===== config.mk =====
export PLATFORM = sky130hd
export DESIGN_NAME = pla_sweep_ctrl
export DESIGN_NICKNAME = d
export VERILOG_FILES = /design/src/rtl/pla_sweep_pkg.sv /design/src/rtl/pla_sweep_ctrl_sat_counter.sv /design/src/rtl/pla_sweep_ctrl.sv
export SDC_FILE = /design/constraint.sdc
export NUM_CORES = 1
export LEC_CHECK = 0
export CORE_MARGIN = 2
export CORE_UTILIZATION = 49
export CTS_CLUSTER_DIAMETER = 60
export DETAILED_ROUTE_END_ITERATION = 8
export HOLD_SLACK_MARGIN = 0.03
export PLACE_DENSITY = 0.9
export SETUP_SLACK_MARGIN = 0.5
export SYNTH_ARGS = -nofsm -noshare
export SYNTH_HDL_FRONTEND = slang
export SYNTH_SLANG_ARGS = --single-unit

===== constraint.sdc =====
create_clock -name clk -period 2.2 [get_ports clk]
set_input_delay 0.55 -clock clk [delete_from_list [all_inputs] [get_ports clk]]
set_output_delay 0.55 -clock clk [all_outputs]
set_load 0.005 [all_outputs]

===== src/rtl/pla_sweep_pkg.sv =====
// Shared types and width helpers for the cone sweep sequencer.
// Latency: n/a (declarations only).
// Backpressure: n/a.
package pla_sweep_pkg;

   typedef enum logic [1:0] {
      IDLE  = 2'd0,
      SWEEP = 2'd1,
      DONE  = 2'd2
   } sweep_state_t;

   // Counters need one extra bit so a full on-set (2^N) fits without wrapping.
   function automatic int CNT_W(input int n);
      return n + 1;
   endfunction

endpackage


===== src/rtl/pla_sweep_ctrl_sat_counter.sv =====
// Parameterised up-counter with synchronous clear and increment enable; sticks at all-ones.
// Latency: count visible one cycle after the increment/clear request.
// Backpressure: none; increment requests at saturation are dropped.
module sat_counter #(
   parameter int W = 13
) (
   input  logic         clk,
   input  logic         rst_n,
   input  logic         clr_i,
   input  logic         inc_i,
   output logic [W-1:0] cnt_o
);

   logic [W-1:0] cnt_q;
   logic [W-1:0] cnt_d;

   // Clear wins over increment; saturation is a safety net only.
   always_comb begin
      cnt_d = cnt_q;
      if (clr_i) begin
         cnt_d = '0;
      end else if (inc_i && (cnt_q != {W{1'b1}})) begin
         cnt_d = cnt_q + W'(1);
      end
   end

   // Count register with synchronous active-low reset.
   always_ff @(posedge clk) begin
      if (!rst_n) begin
         cnt_q <= '0;
      end else begin
         cnt_q <= cnt_d;
      end
   end

   assign cnt_o = cnt_q;

endmodule


===== src/rtl/pla_sweep_ctrl.sv =====
// Sweeps a single-output cone pair over all 2^N_IN inputs, counting on-set size and mismatches.
// Latency: vector 0 is evaluated the cycle after start; done rises one cycle after the last vector.
// Backpressure: none; one vector per clock, abort ends the sweep early and returns to IDLE.
module pla_sweep_ctrl
   import pla_sweep_pkg::*;
#(
   parameter int N_IN = 12
) (
   input  logic                   clk,
   input  logic                   rst_n,
   input  logic                   start_i,
   input  logic                   abort_i,
   input  logic                   stop_on_mis_i,
   output logic [N_IN-1:0]        vec_o,
   input  logic                   y_ref_i,
   input  logic                   y_dut_i,
   output logic                   busy_o,
   output logic                   done_o,
   output logic                   aborted_o,
   output logic [CNT_W(N_IN)-1:0] onset_cnt_o,
   output logic [CNT_W(N_IN)-1:0] mis_cnt_o,
   output logic                   first_mis_vld_o,
   output logic [N_IN-1:0]        first_mis_vec_o
);

   localparam int              CW       = CNT_W(N_IN);
   localparam logic [N_IN-1:0] VEC_LAST = {N_IN{1'b1}};

   sweep_state_t    state_q, state_d;
   logic [N_IN-1:0] vec_q, vec_d;
   logic            stop_q, stop_d;
   logic            aborted_q, aborted_d;
   logic            fmv_q, fmv_d;
   logic [N_IN-1:0] fmvec_q, fmvec_d;

   logic            cnt_clr;
   logic            inc_on;
   logic            inc_mis;
   logic            mis_now;

   assign mis_now = y_ref_i ^ y_dut_i;

   // Next-state and datapath control; every SWEEP cycle counts its vector, even the aborting one.
   always_comb begin
      state_d   = state_q;
      vec_d     = vec_q;
      stop_d    = stop_q;
      aborted_d = aborted_q;
      fmv_d     = fmv_q;
      fmvec_d   = fmvec_q;
      cnt_clr   = 1'b0;
      inc_on    = 1'b0;
      inc_mis   = 1'b0;
      case (state_q)
         IDLE, DONE: begin
            if (start_i) begin
               state_d   = SWEEP;
               vec_d     = '0;
               stop_d    = stop_on_mis_i;
               aborted_d = 1'b0;
               fmv_d     = 1'b0;
               fmvec_d   = '0;
               cnt_clr   = 1'b1;
            end
         end
         SWEEP: begin
            inc_on  = y_ref_i;
            inc_mis = mis_now;
            if (mis_now && !fmv_q) begin
               fmv_d   = 1'b1;
               fmvec_d = vec_q;
            end
            if (abort_i) begin
               state_d   = IDLE;
               aborted_d = 1'b1;
            end else if ((vec_q == VEC_LAST) || (stop_q && mis_now)) begin
               state_d = DONE;
            end else begin
               vec_d = vec_q + N_IN'(1);
            end
         end
         default: begin
            state_d = IDLE;
         end
      endcase
   end

   // Control and result registers; reset discards any sweep in progress.
   always_ff @(posedge clk) begin
      if (!rst_n) begin
         state_q   <= IDLE;
         vec_q     <= '0;
         stop_q    <= 1'b0;
         aborted_q <= 1'b0;
         fmv_q     <= 1'b0;
         fmvec_q   <= '0;
      end else begin
         state_q   <= state_d;
         vec_q     <= vec_d;
         stop_q    <= stop_d;
         aborted_q <= aborted_d;
         fmv_q     <= fmv_d;
         fmvec_q   <= fmvec_d;
      end
   end

   sat_counter #(.W(CW)) u_onset_cnt (
      .clk   (clk),
      .rst_n (rst_n),
      .clr_i (cnt_clr),
      .inc_i (inc_on),
      .cnt_o (onset_cnt_o)
   );

   sat_counter #(.W(CW)) u_mis_cnt (
      .clk   (clk),
      .rst_n (rst_n),
      .clr_i (cnt_clr),
      .inc_i (inc_mis),
      .cnt_o (mis_cnt_o)
   );

   assign vec_o           = vec_q;
   assign busy_o          = (state_q == SWEEP);
   assign done_o          = (state_q == DONE);
   assign aborted_o       = aborted_q;
   assign first_mis_vld_o = fmv_q;
   assign first_mis_vec_o = fmvec_q;

endmodule


==> results of run 1 <==
==> worst min path at each step <==
| stage | slack (ns) | endpoint | depth (start not counted) |
|---|---|---|---|
| 2_1_floorplan | 0.47 | vec_o[11] | 1 |
| 3_3_place_gp | 0.46 | first_mis_vec_o[2] | 1 |
| 3_5_place_dp | 0.47 | first_mis_vec_o[10] | 1 |
| 4_1_cts | 0.48 | first_mis_vec_o[8] | 1 |
| 5_1_grt | 0.50 | first_mis_vec_o[8] | 1 |
| 6_report | 0.48 | first_mis_vec_o[11] | 1 |
==> flip-flops by register name, summed over array words and instances, names as in the netlist <==
name and count:
u_mis_cnt.cnt_o 13, u_onset_cnt.cnt_o 13, first_mis_vec_o 12, vec_o 12, state_q 2, aborted_o 1, first_mis_vld_o 1, stop_q 1
==> final cells by class <==
cell class | instances | area share [%]
inverter | 2 | 0.217
tap | 70 | 2.17
sequential | 55 | 30.1
timing repair buffer | 133 | 27.6
clock buffer | 5 | 1.70
clock inverter | 3 | 0.712
multi-input combinational | 206 | 37.4
==> kinds of logic after synthesis <==
logic type                 synth area share, %
buffers and inverters                     2.39
AOI/OAI and AO/OA                         16.8
xor gates and xnor gates                  6.91
adders and majority gates                 1.49
muxes                                     1.19
DFF                                       43.8
and+or+nand+nor                           27.5
==> what timing repair did <==
item	in CTS	in global routing
buffers inserted	50	7
hold endpoints to repair	0	0
gates resized for setup	139	49
pin swaps	5	12
endpoints found under the setup margin	102	45
==> cells in the mapped netlist, drive strengths merged, types with 2 or more instances <==
cell	number	share of area [%]
dfxtp	55	44
nor2	35	5.2
nand2	22	3.4
nand3	14	2.8
a22o	12	4.2
xor2	12	4.5
nand4	10	2.5
o21ai	10	2.0
and3	8	2.0
and4	8	3.0
a21boi	7	2.1
xnor2	7	2.4
a21oi	6	1.2
buf	6	1.5
and2	5	1.2
nand3b	5	1.5
clkbuf	4	0.60
nor2b	4	0.99
nor3	4	0.99
a211oi	3	1.4
a41oi	3	1.3
ha	3	1.5
mux2i	3	1.2
nand2b	3	0.75
a31oi	2	0.50
nor4	2	1.1
nor4b	2	0.70
==> power breakdown <==
group / total, mW / switching [mW] / leakage [nW] / internal [mW]
clock network: 0.626 / 0.388 / 0.0502 / 0.237
logic: 0.193 / 0.112 / 1.35 / 0.0808
registers: 0.990 / 0.0104 / 0.476 / 0.979
total: 1.81 / 0.511 / 1.88 / 1.30
==> metal layers <==
metal,vias up,track usage [%]
met2,249,49.5
met4,0,17.9
met5,-,0
met3,65,7.01
met1,1394,35.6
li1,1254,-
==> stage by stage <==
stage | cells | hold slack (ns)
5_1_grt | 474 | 0.500
6_report | 474 | 0.479
2_1_floorplan | 273 | 0.474
3_3_place_gp | 409 | 0.464
4_1_cts | 467 | 0.479
3_5_place_dp | 409 | 0.468
==> summary.md, run 1 <==
| Metric | Value |
|---|---|
| Outcome | `finished clean` |
| P_leak | `about 1.9 nW` |
| Worst Path Max Fanout | `5` |
| First-pass GRT wire length | `between 10 and 15 mm` |
| Data arrival time of the critical path | `between 2 and 2.5 ns` |
| Drt first pass iters | `8` |
| Routed wire length | `a little under 10 mm` |
| Maximum buffer depth of the clock tree | `2` |
| Inserted Clock Buffers | `5` |
| Max Freq | `between 500 and 600 MHz` |
| Max Used Layer | `met4` |
| Clock network latency to the later pin of the worst-skew pair | `around 0.33 ns` |
| Final clock skew | `roughly 0.014 ns` |
| Proportion of synthesized chip area in sequential cells | `between 40% and 50%` |
| Starting Density | `49.9%` |
| Data required time of the worst path | `2.43 ns` |
| Clock tree root driver cell | `clkbuf_8` |
| Maximum number of pins on one net before global-route repair | `27` |
| Avg Vias per Cell | `between 6 and 7` |
| Most used flip-flop cell after synthesis | `dfxtp_1` |
| Cell Chain, Critical Path | `ha_4 -> and3_4 -> nand4_1 -> buf_4 -> a21boi_1 -> buf_4 -> o21ai_1 -> a21boi_1` |
| Filler instances | `290` |
| Number of warnings printed during yosys synthesis | `0` |
| Synthesis-to-layout area growth | `60.7%` |
| Cell area after layout | `just over 4000 um^2` |
| Reg-to-reg endpoint | `vec_o[6]` |
| X dimension of the die | `approximately 76 um` |
| Clock tree from TritonCTS | `yes` |
| Number of nets in the synthesized netlist | `283` |
| Worst slew margin relative to its limit | `around 62%` |
| Unique cell type count in the Yosys netlist | `57` |
| Ant. Diodes | `0` |
| Post-layout minimum cycle time | `between 1.5 and 2 ns` |
| Transition time at the pin with the least slew margin | `approximately 0.56 ns` |
| Setup repair after global routing missed its margin | `true` |
| Post-layout util | `roughly four fifths` |
| Launch point of the worst hold path | `first_mis_vec_o[11]` |
| Final Hold Fails | `0` |
| Total setup violations reported at the end of the flow | `0` |
| Register-to-register path setup slack | `0.37 ns` |
| # clock sinks | `55` |
| Timing startpoint of the critical path | `vec_o[0]` |
| Leftover overflow at the end of global routing | `0` |
| Instance area after placement | `about 3300 um^2` |
| Port Buf Inserts | `60` |
| Fin Setup TNS | `0 ns` |
| Register area | `around 1200 um^2` |
| Std-Cell Rows | `26` |
| Path category of the worst min-delay check | `register to register` |
| Synthesized area | `2520 um^2` |
| Met3 routed wirelength | `roughly 940 um` |
| Multi-input logic area | `1510 um^2` |
| Min setup slack post-route | `between 0.3 and 0.4 ns` |
| Antenna-violating nets left | `0` |
| Instance count of the mapped netlist | `around 270` |
| Number of top-level design ports | `slightly above 60` |
| Count of flip-flops with a built-in enable after synthesis | `0` |
| Number of max-slew violations in the final report | `0` |
| Final Wtd Congestion | `0.933` |
| Core area | `about 5000 um^2` |
| Kind of cell adding the most delay to the critical path | `compound AO/OA/AOI/OAI gates` |
| Met1 layer wirelength in the final routing | `3.52 mm` |
| Area of the die | `~5700 um^2` |
| H-tree Lvls | `2` |
| Slowest-stage cell, CP | `dfxtp_4` |
| Hold Buf Count CTS | `0` |
| Worst setup slack after placement | `-0.271 ns` |
| Type of the setup path with the least slack | `register to register` |
| Mean area per synthesized cell | `between 9 and 10 um^2` |
| GR Util All Layers | `30.0%` |
| Buffers plus inverters on the worst setup path | `2` |
| Antenna violations before repair | `0` |
| CP Capture Point | `vec_o[6]` |
| DRT iter0 DRCs | `~380` |
| Endpoint kind of the worst setup timing path | `register` |
| Final net count | `roughly 410` |
| Top library cells by usage in the layout, fill and taps aside | `68 x buf_4, 50 x dlygate4sd2_1, 34 x nor2_1` |
| Fin crit share | `between 80% and 90%` |
| R2R Path Start | `vec_o[0]` |
| CP Launch Type | `register` |
| Power per cell area | `447 nW/um^2` |
| Vias in the first global route | `around 2,700` |
| Vias | `2,962` |
| DRC violation count after routing | `0` |
| Depth of the worst register-to-register path | `8` |
| Commonest non-fill, non-tap cell in the layout | `buf_4` |
| Post-DP HPWL | `around 4.5 mm` |
| CTS clock-pin slew for the worst setup and hold paths | `roughly 0.12 ns` |
| Crit. path cell count | `8` |
| Share of synthesized registers carrying an async set or reset | `0%` |
| Post-route total power | `~1.8 mW` |
| Total length of routed met2 wires | `approximately 4.8 mm` |
| Critical Path Max Stage Delay | `roughly 0.40 ns` |
| Average detailed-routed wire length per instance | `20.7 um` |
| Die boundary height | `about 76 um` |
| VDD IR-drop max | `between 300 and 400 uV` |
| Max cap viols | `0` |
| Total of flip-flops plus latches after synthesis | `55` |
| Share of final-layout standard cells stronger than drive strength 1 | `42.8%` |
(Power assumes the default switching activity.)
==> run 2: changes to the inputs <==
==> constraint.sdc (replaced) <==
create_clock -name clk -period 1.7 [get_ports clk]
set_input_delay 0.425 -clock clk [delete_from_list [all_inputs] [get_ports clk]]
set_output_delay 0.425 -clock clk [all_outputs]
set_load 0.005 [all_outputs]
==> summary.md, run 2 <==
| Metric | Value |
|---|---|
| Std-Cell Rows | `26` |
| Number of warnings printed during yosys synthesis | `0` |
| Number of nets in the synthesized netlist | `around 280` |
| Most used flip-flop cell after synthesis | `dfxtp_1` |
| Maximum buffer depth of the clock tree | `2` |
| Final Wtd Congestion | `0.970` |
| Maximum number of pins on one net before global-route repair | `27` |
| First reported error | `[ERROR DPL-0038] Utilization greater than 100%, impossible to legalize` |
| Synth top area share | `between 40% and 50%` |
| # clock sinks | `55` |
| Cell type contributing the most total cell area after synthesis | `dfxtp_1` |
| Most instantiated cells after synthesis | `55 x dfxtp_1, 35 x nor2_1, 21 x nand2_1` |
| Instance count of the mapped netlist | `~270` |
| Post-DP HPWL | `4.81 mm` |
| Unique cell type count in the Yosys netlist | `57` |
| X dimension of the die | `75.7 um` |
| Die boundary height | `75.7 um` |
| Synthesized area | `~2500 um^2` |
| Number of top-level design ports | `61` |
| Dominant combinational cell family by area after synthesis | `simple AND/OR/NAND/NOR gates` |
| Share of synthesized registers carrying an async set or reset | `0%` |
| Hold Buf Count CTS | `0` |
| Total of flip-flops plus latches after synthesis | `between 50 and 60` |
| Outcome | `did not finish` |
| Mean area per synthesized cell | `roughly 9.2 um^2` |
| Worst setup slack after placement | `-0.667 ns` |
| Port Buf Inserts | `60` |
| Worst endpoint pin kind | `sequential cell input` |
| Inserted Clock Buffers | `5` |
| Clock tree root driver cell | `clkbuf_8` |
| Simple-gate share of the synthesized area | `a little over a quarter` |
| Stage where the flow stopped | `5_1_grt` |
| Most common cell in the synthesized netlist | `dfxtp_1` |
| Synth Area in Compound Gates | `~17%` |
| H-tree Lvls | `2` |
| Post-synthesis adder-cell area fraction | `1.49%` |
| Count of flip-flops with a built-in enable after synthesis | `0` |
| Xor/xnor share of the synthesized area | `under 10%` |
| Proportion of synthesized chip area in sequential cells | `43.8%` |
| Leading cell types by total area after synthesis | `dfxtp_1 44%, nor2_1 5.2%, a22o_1 4.2%` |
| Last worst endpoint in the global-route repair_timing | `u_onset_cnt.cnt_o[4]$_SDFFE_PP0P_/D` |
| Mux cell area share after synthesis | `roughly 1.2%` |
| Starting Density | `between 40 and 50%` |
run 2: kinds of logic after synthesis:
kind of cell / count (synthesis)
AO/OA/AOI/OAI: 55
XOR/XNOR: 19
adder cells (fa/ha/maj): 3
buffers and inverters: 12
flip-flops: 55
multiplexers: 3
AND/OR/NAND/NOR: 126
run 2: repair_timing:
action / 4_1_cts
buffers inserted: 77
cloned: 1
resized for setup: 379
setup endpoints to repair: 107
pin swaps: 52
run 2: through the flow:
stage	util, %	cells	area [um^2]	setup TNS (ns)
2_1_floorplan	-	273	2650	0
3_3_place_gp	69.6	423	3510	-20.90
3_5_place_dp	69.6	423	3510	-23.44
4_1_cts	88.3	509	4450	0
==> run 3: changes to the inputs <==
--- a/config.mk
+++ b/config.mk
@@ -6,12 +6,9 @@
 export NUM_CORES = 1
 export LEC_CHECK = 0
 export CORE_MARGIN = 2
-export CORE_UTILIZATION = 49
-export CTS_CLUSTER_DIAMETER = 60
+export CORE_UTILIZATION = 40
 export DETAILED_ROUTE_END_ITERATION = 8
-export HOLD_SLACK_MARGIN = 0.03
-export PLACE_DENSITY = 0.9
-export SETUP_SLACK_MARGIN = 0.5
+export PLACE_DENSITY_LB_ADDON = 0.15
 export SYNTH_ARGS = -nofsm -noshare
 export SYNTH_HDL_FRONTEND = slang
 export SYNTH_SLANG_ARGS = --single-unit
==> summary.md, run 3 (synthesized netlist as in run 1, its figures left out) <==
| Metric | Value |
|---|---|
| Met3 track demand over resource in global routing | `roughly 4.4%` |
| Final clock skew | `between 0.005 and 0.006 ns` |
| Vias in the first global route | `roughly 2,300` |
| Starting Density | `between 40% and 50%` |
| Final Wtd Congestion | `between 0.8 and 0.9` |
| Drt first pass iters | `4` |
| Max Freq | `between 600 and 700 MHz` |
| Share of final-layout standard cells stronger than drive strength 1 | `30.9%` |
| Number of top-level design ports | `just over 60` |
| Number of max-slew violations in the final report | `0` |
| Maximum number of pins on one net before global-route repair | `27` |
| Met2 GRT Util | `between 30% and 40%` |
| Reg-to-reg endpoint | `vec_o[6]` |
| Cell Count Post-Placement | `roughly 440` |
| R2R Path Start | `state_q[1]` |
| First-pass GRT wire length | `approximately 11 mm` |
| Area of the die | `between 6000 and 7000 um^2` |
| Final net count | `384` |
| Cell Count, Final, Fillers Out | `450` |
| DRC violation count after routing | `0` |
| Data required time of the worst path | `around 1.3 ns` |
| Vias | `between 2,000 and 2,500` |
| Outcome | `finished clean` |
| Multi-input logic area | `approximately 1400 um^2` |
| Register-to-register path setup slack | `~0.06 ns` |
| Routed wire length | `a little under 7 mm` |
| Crit. path cell count | `1` |
| Clock tree from TritonCTS | `yes` |
| Antenna violations before repair | `0` |
| Layer with the highest usage | `met2` |
| Final Hold Fails | `0` |
| # clock sinks | `between 50 and 60` |
| Endpoint kind of the worst setup timing path | `primary output` |
| Total setup violations reported at the end of the flow | `0` |
| Power per cell area | `approximately 620 nW/um^2` |
| Top library cells by usage in the layout, fill and taps aside | `44 x clkdlybuf4s50_1, 43 x buf_4, 34 x nor2_1, 34 x dfxtp_2` |
| Depth of the worst register-to-register path | `6` |
| Core area | `approximately 6000 um^2` |
| Antenna-violating nets left | `0` |
| CTS clock-pin slew for the worst setup and hold paths | `0.09 ns` |
| Timing startpoint of the critical path | `vec_o[5]` |
| Post-DP HPWL | `between 4 and 5 mm` |
| Post-layout minimum cycle time | `1.65 ns` |
| VDD IR-drop max | `approximately 370 uV` |
| Port Buf Inserts | `60` |
| Synthesis-to-layout area growth | `47.5%` |
| Met1 Track Usage GR | `around 26%` |
| Register area | `approximately 1100 um^2` |
| Data arrival time of the critical path | `approximately 1.2 ns` |
| Instance area after placement | `~3500 um^2` |
| Inserted Clock Buffers | `5` |
| Clock tree root driver cell | `clkbuf_8` |
| Kind of cell adding the most delay to the critical path | `buffers and inverters` |
| Clock network latency to the later pin of the worst-skew pair | `~0.31 ns` |
| H-tree Lvls | `2` |
| Path category of the worst min-delay check | `register to register` |
| Hold Buf Count CTS | `0` |
| DRT iter0 DRCs | `approximately 130` |
| Hold slack | `between 0.4 and 0.5 ns` |
| Fin crit share | `approximately 97%` |
| Type of the setup path with the least slack | `register to primary output` |
| Max cap viols | `0` |
| Setup repair after global routing missed its margin | `true` |
| Die boundary height | `around 83 um` |
| Ant. Diodes | `0` |
| X dimension of the die | `~83 um` |
| Worst slew margin relative to its limit | `slightly above 60%` |
| Worst Path Max Fanout | `5` |
| Std-Cell Rows | `28` |
| Average detailed-routed wire length per instance | `roughly 15 um` |
| Critical Path Max Stage Delay | `between 0.5 and 0.6 ns` |
| Avg Vias per Cell | `5.33` |
| Maximum buffer depth of the clock tree | `2` |
| Transition time at the pin with the least slew margin | `between 0.5 and 0.6 ns` |
| Cell area after layout | `3710 um^2` |
| GR Util All Layers | `19.0%` |
| P_leak | `between 1 and 1.5 nW` |
| Leftover overflow at the end of global routing | `0` |
| Filler instances | `around 520` |
| Commonest non-fill, non-tap cell in the layout | `clkdlybuf4s50_1` |
| Cell Chain, Critical Path | `clkdlybuf4s50_1` |
| Slowest-stage cell, CP | `clkdlybuf4s50_1` |
| Buffers plus inverters on the worst setup path | `1` |
| CP Launch Type | `register` |
| CP Capture Point | `vec_o[5]` |
[run 3: worst min-delay path by stage]
stage / start / endpoint / slack, ns / cells past startpoint
3_5_place_dp: first_mis_vec_o[9] / first_mis_vec_o[9] / 0.47 / 1
6_report: first_mis_vld_o / first_mis_vld_o / 0.48 / 1
5_1_grt: vec_o[11] / vec_o[11] / 0.51 / 1
3_3_place_gp: first_mis_vec_o[7] / first_mis_vec_o[7] / 0.47 / 1
2_1_floorplan: vec_o[11] / vec_o[11] / 0.47 / 1
4_1_cts: first_mis_vec_o[5] / first_mis_vec_o[5] / 0.49 / 1
[run 3: cell type report]
cell class | count | share of cell area [%]
Clock buffer | 8 | 2.70
Inverter | 2 | 0.270
Multi-Input combinational cell | 206 | 38.5
Sequential cell | 55 | 30.9
Tap cell | 75 | 2.53
Timing Repair Buffer | 104 | 25.1
[run 3: metal layers]
layer / part of all wire, % / up-vias / wire (um)
li1: - / 1196 / -
met1: 48 / 1134 / 3250
met2: 46 / 61 / 3100
met3: 4.8 / 7 / 325
met4: 0.94 / 0 / 63
met5: 0 / - / 0
[run 3: metrics by stage]
step	utilization [%]	setup TNS [ns]	power (mW)	setup WS, ns
floorplan	-	0	1.44	0.0226
global placement	57.8	-19.34	1.54	-0.585
detailed placement	57.8	-19.89	1.54	-0.614
CTS	60.1	0	2.34	0.000200
global route	61.9	-0.0538	2.43	-0.0414
finish	61.9	0	2.32	0.0536
[run 3: power breakdown]
part           switching, mW  leakage, nW  internal [mW]
Clock                  0.413       0.0515          0.373
Combinational          0.122        0.985          0.107
Sequential           0.00901        0.462           1.30
Total                  0.544         1.50           1.78
[run 3: what timing repair did]
action / in CTS / in global routing
resized for setup: 43 / 34
setup endpoints to repair: 55 / 31
setup buffers: 1 / 5
hold endpoints to repair: 0 / 0
pin swaps: 2 / 7
